**src/rtl/pc_fetch_ctrl.sv**
```systemverilog
// Instruction fetch controller: the address tracks pc, the ack is followed one cycle later by instr_valid, and instr is held until instr_ready.
// Redirects retarget the PC. Optional REQ watchdog (macro FETCH_TIMEOUT_EN) raises a sticky fault.
module pc_fetch_ctrl #(
  parameter int              PC_W     = 20,
  parameter int              INSTR_W  = 20,
  parameter logic [PC_W-1:0] RESET_PC = '0,
  parameter int              TIMEOUT  = 15
) (
  input  logic               clk,
  input  logic               rst,
  input  logic               run,
  output logic               mem_req,
  output logic [PC_W-1:0]    mem_addr,
  input  logic               mem_ack,
  input  logic [INSTR_W-1:0] mem_data,
  output logic [INSTR_W-1:0] instr,
  output logic               instr_valid,
  input  logic               instr_ready,
  input  logic               redirect,
  input  logic [PC_W-1:0]    redirect_pc,
  output logic [PC_W-1:0]    pc,
  output logic               fault
);

  typedef enum logic [1:0] {S_IDLE, S_REQ, S_HOLD} state_t;

  state_t             state_q, state_d;
  logic [PC_W-1:0]    pc_q, pc_d;
  logic [PC_W-1:0]    pend_pc_q, pend_pc_d;
  logic               pend_q, pend_d;
  logic [INSTR_W-1:0] instr_q, instr_d;
  logic               vld_q, vld_d;
  logic               req_q, req_d;
  logic               fault_q, fault_d;
  logic               timeout_hit;

`ifdef FETCH_TIMEOUT_EN
  localparam int CNT_W = $clog2(TIMEOUT + 1);
  logic [CNT_W-1:0] cnt_q, cnt_d;

  // Counts REQ cycles without ack; any ack or exit from REQ restarts it.
  always_comb begin
    timeout_hit = (state_q == S_REQ) && !mem_ack && (cnt_q == CNT_W'(TIMEOUT - 1));
    cnt_d       = '0;
    if ((state_q == S_REQ) && !mem_ack && !timeout_hit) begin
      cnt_d = cnt_q + CNT_W'(1);
    end
  end

  always_ff @(posedge clk or posedge rst) begin
    if (rst) begin
      cnt_q <= '0;
    end else begin
      cnt_q <= cnt_d;
    end
  end
`else
  logic unused_timeout;
  assign unused_timeout = (TIMEOUT != 0);
  assign timeout_hit    = 1'b0;
`endif

  always_comb begin
    state_d   = state_q;
    pc_d      = pc_q;
    pend_pc_d = pend_pc_q;
    pend_d    = pend_q;
    instr_d   = instr_q;
    vld_d     = vld_q;
    fault_d   = fault_q;

    case (state_q)
      S_IDLE: begin
        if (redirect) begin
          pc_d = redirect_pc;
        end
        if (run && !fault_q) begin
          state_d = S_REQ;
        end
      end

      S_REQ: begin
        // A redirect here cannot cancel the bus cycle; remember the newest target.
        if (redirect) begin
          pend_d    = 1'b1;
          pend_pc_d = redirect_pc;
        end
        if (timeout_hit) begin
          fault_d = 1'b1;
          pend_d  = 1'b0;
          state_d = S_IDLE;
        end else if (mem_ack) begin
          if (redirect || pend_q) begin
            pc_d    = redirect ? redirect_pc : pend_pc_q;
            pend_d  = 1'b0;
            state_d = S_REQ;
          end else begin
            instr_d = mem_data;
            vld_d   = 1'b1;
            state_d = S_HOLD;
          end
        end
      end

      S_HOLD: begin
        if (redirect) begin
          pc_d    = redirect_pc;
          vld_d   = 1'b0;
          state_d = run ? S_REQ : S_IDLE;
        end else if (instr_ready) begin
          pc_d    = pc_q + PC_W'(1);
          vld_d   = 1'b0;
          state_d = run ? S_REQ : S_IDLE;
        end
      end

      default: begin
        state_d = S_IDLE;
        vld_d   = 1'b0;
      end
    endcase

    req_d = (state_d == S_REQ);
  end

  always_ff @(posedge clk or posedge rst) begin
    if (rst) begin
      state_q   <= S_IDLE;
      pc_q      <= RESET_PC;
      pend_pc_q <= '0;
      pend_q    <= 1'b0;
      instr_q   <= '0;
      vld_q     <= 1'b0;
      req_q     <= 1'b0;
      fault_q   <= 1'b0;
    end else begin
      state_q   <= state_d;
      pc_q      <= pc_d;
      pend_pc_q <= pend_pc_d;
      pend_q    <= pend_d;
      instr_q   <= instr_d;
      vld_q     <= vld_d;
      req_q     <= req_d;
      fault_q   <= fault_d;
    end
  end

  assign mem_req     = req_q;
  assign mem_addr    = pc_q;
  assign pc          = pc_q;
  assign instr       = instr_q;
  assign instr_valid = vld_q;
  assign fault       = fault_q;

endmodule

```
**config.mk**
```make
export PLATFORM = sky130hd
export DESIGN_NAME = pc_fetch_ctrl
export DESIGN_NICKNAME = d
export VERILOG_FILES = /design/src/rtl/pc_fetch_ctrl.sv
export SDC_FILE = /design/constraint.sdc
export NUM_CORES = 1
export LEC_CHECK = 0
export ABC_CLOCK_PERIOD_IN_PS = 4800
export CORE_UTILIZATION = 45
export CTS_CLUSTER_DIAMETER = 40
export DETAILED_ROUTE_END_ITERATION = 10
export PLACE_DENSITY = 0.85
export SYNTH_ARGS = -nofsm -noshare
export SYNTH_HDL_FRONTEND = slang
export SYNTH_SLANG_ARGS = --single-unit
```
**constraint.sdc**
```tcl
create_clock -name clk -period 4.8 [get_ports clk]
set_input_delay 0.96 -clock clk [delete_from_list [all_inputs] [get_ports clk]]
set_output_delay 0.96 -clock clk [all_outputs]
set_load 0.02 [all_outputs]
```
======== Yosys cells after proc, flatten, opt, wreduce, memory -nomap -nowiden ========
Index checks and enable logic that the tools add are counted.
word-level totals
  word-level logic and storage cells ...... 46
  output and inout port bits .............. 63
  flip-flop bits (word level) ............. 65
cells by class
  add/subtract/negate cells ............... 1
  bitwise operators ....................... 2
  equal/unequal tests ..................... 8
  reductions and logical operators ........ 6
  muxes and demuxes ....................... 22
operators with widths
  operator               number
  $mux 20                6
  $pmux 20 s3            1
  $add 20x1->20 const B  1
  $mux 2                 5
  $mux 1                 8
  $ne 2x2->1 const B     4
  $pmux 2 s3             1
  $reduce_and 5->1       1
  $eq 2x1->1 const B     2
  $reduce_and 4->1       1
  $ne 3x3->1 const B     1
  $pmux 1 s3             1
  $reduce_and 3->1       1
  $reduce_bool 3->1      1
  $eq 2x2->1 const B     1
  $logic_not 2->1        1
  $not 1->1              2
  $logic_or 1x1->1       1

======== Depth between registers and ports, before layout ========
  depth in word-level cells ............... 5
  depth in mapped cells ................... 10

======== Worst setup path before layout ========
No wires, ideal clock.
  path kind ............................... in2reg
  from .................................... input port redirect
  to ...................................... register instr_q[10] (netlist: instr[10])
  cell stages on the path ................. 4
  setup time .............................. 0.125 ns
  buffers on the path ..................... 2
  setup slack ............................. 2.620 ns
  arrival ................................. 2.055 ns
  cells stage by stage .................... buf_2 nor3_1 buf_2 mux2_2
on the way
  word-level cells in the longest chain between the ends .. 3
RTL lines
  item                        RTL line  RTL
  start, declared             19        input logic redirect,
  $logic_or 1x1->1            93        if (redirect || pend_q) begin
  $not 1->1 (no line)         --
  $reduce_and 3->1 (no line)  --
  end signal, assigned        141       instr_q <= instr_d;
  end, declared               31        logic [INSTR_W-1:0] instr_q, instr_d;
Every way passes these cells.
A chain may end at the register's enable or synchronous reset.

======== Final worst setup path ========
  from .................................... input port redirect
  to ...................................... register pc_q[10] (netlist: mem_addr[10])
on the way
  word-level cells in the longest chain between the ends .. 4
  elaborated cells on any way between the ends .. 10
RTL lines
  item                  RTL line  RTL
  $mux 20               --
  $mux 20               93
  $mux 20               92        end else if (mem_ack) begin
  $pmux 20 s3           72        case (state_q)
  end signal, assigned  138       pc_q <= pc_d;
  end, declared         28        logic [PC_W-1:0] pc_q, pc_d;
Parallel ways exist; a longest one is shown, timed or not. The select of a mux whose other input is x is not followed.

==> results.sh <==
export IMPL_number_of_antenna_cells_inserted=0
export IMPL_min_delay_path_depth=1
export IMPL_commonest_cells_after_routing_fill_and_taps_aside="107 x clkdlybuf4s50_1, 65 x dfrtp_1, 40 x mux2_2"
export IMPL_reg2regPathDepth=7
export IMPL_setup_slack_ns=1.79
export IMPL_core_area_sq_mm=0.00789
export IMPL_seq_area_frac_synth_pct=43.3
export IMPL_clock_sinks=65
export IMPL_design_portCount=109
export IMPL_hold_buffers=0
export IMPL_pre_cts_ws_ns=1.47
export IMPL_route_antenna_remaining_nets=0
export IMPL_placed_area_sq_mm=0.00472
export IMPL_rsz0062_at_grt="false"
export IMPL_grt_antenna_before_repair=0
export IMPL_synth_cell_types=61
export IMPL_detailroute_via_count=3371
export IMPL_fin_skew_ns=0.00892
export IMPL_final_layout_size_suffix_gt1_share_pct=15.7
export IMPL_min_period_over_period_pct=62.8
export IMPL_power_per_cell_area_mw_per_mm2=729
export IMPL_synthesis_nets=429
export IMPL_final_setup_viol_count=0
export IMPL_area_growth_syn_to_layout_pct=30.8
export IMPL_max_slew_violations=0
export IMPL_run_status="finished, final reports clean"
export IMPL_firstDrtPassIters=7
export IMPL_ys_warnings_count=0
export IMPL_setup_worst_path_end_class="flip-flop"
export IMPL_finish_cell_count_without_fillers=562
export IMPL_ys_ff_latch=65
export IMPL_vias_in_the_first_global_route=3350
export IMPL_gp_congestion=0.826
export IMPL_synth_area_per_cell_sq_um=9.94
export IMPL_max_slew_margin_rel_pct=33.2
export IMPL_asyncSetResetFlopFracSynth_pct=100
export IMPL_grt_util_all_layers_pct=23.2
export IMPL_aggregate_negative_setup_slack_ns=0
export IMPL_cts_tree="done"
export IMPL_die_x_microns=93.4
export IMPL_final_hold_viol_count=0
export IMPL_total_leakage_power_nw=1.98
export IMPL_drc=0
export IMPL_mostFrequentLayoutCell="clkdlybuf4s50_1"
export IMPL_worst_ir_drop_vdd_v=0.000365
export IMPL_worstSkewPairLatency_ns=0.35
export IMPL_setup_worst_path_start_class="primary input"
export IMPL_synth_main_ff_cell="dfrtp_1"
export IMPL_detail_route_iter0_violations=233
export IMPL_wire_per_inst_microns=16.9
export IMPL_setup_worst_path_class="primary input to flip-flop"
export IMPL_port_buffer_count=107
export IMPL_max_slew_worst_pin_slew_ns=1.00
export IMPL_crit_required_ns=5.01
export IMPL_crit_path_max_fanout=30
export IMPL_cts_root_buffer_cell="clkbuf_8"
export IMPL_dp_hpwl_microns=6610
export IMPL_cts_repair_resize_count=0
export IMPL_placed_cells=546
export IMPL_fp_dieH_microns=93.4
export IMPL_drt_total_wl_microns=9500
export IMPL_post_synth_inst_count=378
export IMPL_pin_count_of_the_biggest_net_entering_global_routing=50
export IMPL_route_detailed_vias_per_inst=6.00
export IMPL_floorplan_initialDensity_pct=47.6
export IMPL_max_freq_ghz=0.332
export IMPL_syn_cell_area_sq_mm=0.00376
export IMPL_placement_rows=32
export IMPL_globalRoute_totalOverflow=0
export IMPL_cts_setup_buffers=0
export IMPL_period_minus_slack_ns=3.01
export IMPL_maxCapViolCount=0
export IMPL_clkTransAtPathRegs_ns=0.07
export IMPL_layout_cell_area_non_filler_sq_mm=0.00491
export IMPL_fp_dieArea_sq_mm=0.00872
export IMPL_worstPathArrival_ns=3.23
export IMPL_number_of_enable_flip_flop_cells_after_synthesis=0
export IMPL_numCtsBuffers=9
export IMPL_cts_root_to_sink_buffers=2
export IMPL_grt_first_pass_wirelength_microns=15600
export IMPL_hold_class="flip-flop to flip-flop"
export IMPL_h_tree_lvls=3
export IMPL_design_final_nets=506
## stage by stage
stage | hold WS [ns] | power (mW) | util [%]
after floorplan | 0.474 | 2.42 | -
after global placement | 0.487 | 3.03 | 59.8
after detailed placement | 0.493 | 3.11 | 59.8
after CTS | 0.510 | 3.58 | 62.3
after global routing | 0.526 | 3.81 | 62.3
final | 0.507 | 3.58 | 62.3
## flip-flops by register name, indices dropped and copies added, names as in the netlist
register / cells
state_q: 2
mem_addr: 20
pend_q: 1
instr_valid: 1
instr: 20
mem_req: 1
pend_pc_q: 20
## kinds of logic after synthesis
family          Yosys count  synth area share (%)
buf+inv                  58                  8.59
flops                    65                  43.3
fa+ha+maj                 5                  1.67
mux                      43                  12.8
compound gates           96                  17.9
other cells               1                0.0998
simple gates            103                  14.1
xor+xnor                  7                  1.63
## critical path, stage by stage
cell and delay [ns]:
clkdlybuf4s50_1 0.76, nand2b_1 0.44, o21a_1 0.26, o221ai_2 0.11, buf_4 0.26, a221o_1 0.29, a2bb2oi_1 0.14
## where the power goes
group	switching [mW]	internal, mW	leakage [nW]
clock network	0.211	0.252	0.0953
registers	0.258	0.832	0.778
logic	1.09	0.935	1.11
total	1.56	2.02	1.98
## final cells by class
type	count	area (sq um)
clock inverters	5	55.1
flip-flops and latches	65	1630
inverters	13	48.8
repair buffers	111	1100
clock buffers	11	141
well taps	102	128
fillers	629	2980
multi-input cells	255	1810
## layer usage
layer | share of wire [%] | global-route usage [%]
met5 | 0 | 0
met4 | 2.3 | 11.3
met3 | 11 | 7.97
met2 | 47 | 37.8
met1 | 40 | 27.2
## Yosys cell counts (6+ instances only)
cell      count  area, sq um
buf_2        12         60.1
nand2b_1      6         37.5
nor2_1       28          105
inv_1        13         48.8
dfrtp_1      65         1630
nand2_1      29          109
mux2_2       40          450
o21ai_0      24          120
a32oi_1       9         78.8
a21oi_1      18         90.1
nand3_1       9         45.0
buf_4        22          165
clkbuf_1      9         33.8
## final timing paths
check	start	endpoint	slack (ns)
setup / recovery	redirect	mem_addr[10]	1.79
hold / removal	pend_pc_q[2]	pend_pc_q[2]	0.51
setup reg to reg	state_q[0]	mem_addr[2]	1.88
hold reg to reg	pend_pc_q[2]	pend_pc_q[2]	0.51
max in group asynchronous	rst	pend_pc_q[17]	2.83
min in group asynchronous	rst	instr[13]	1.16
Power figures use the tool's default switching activity.
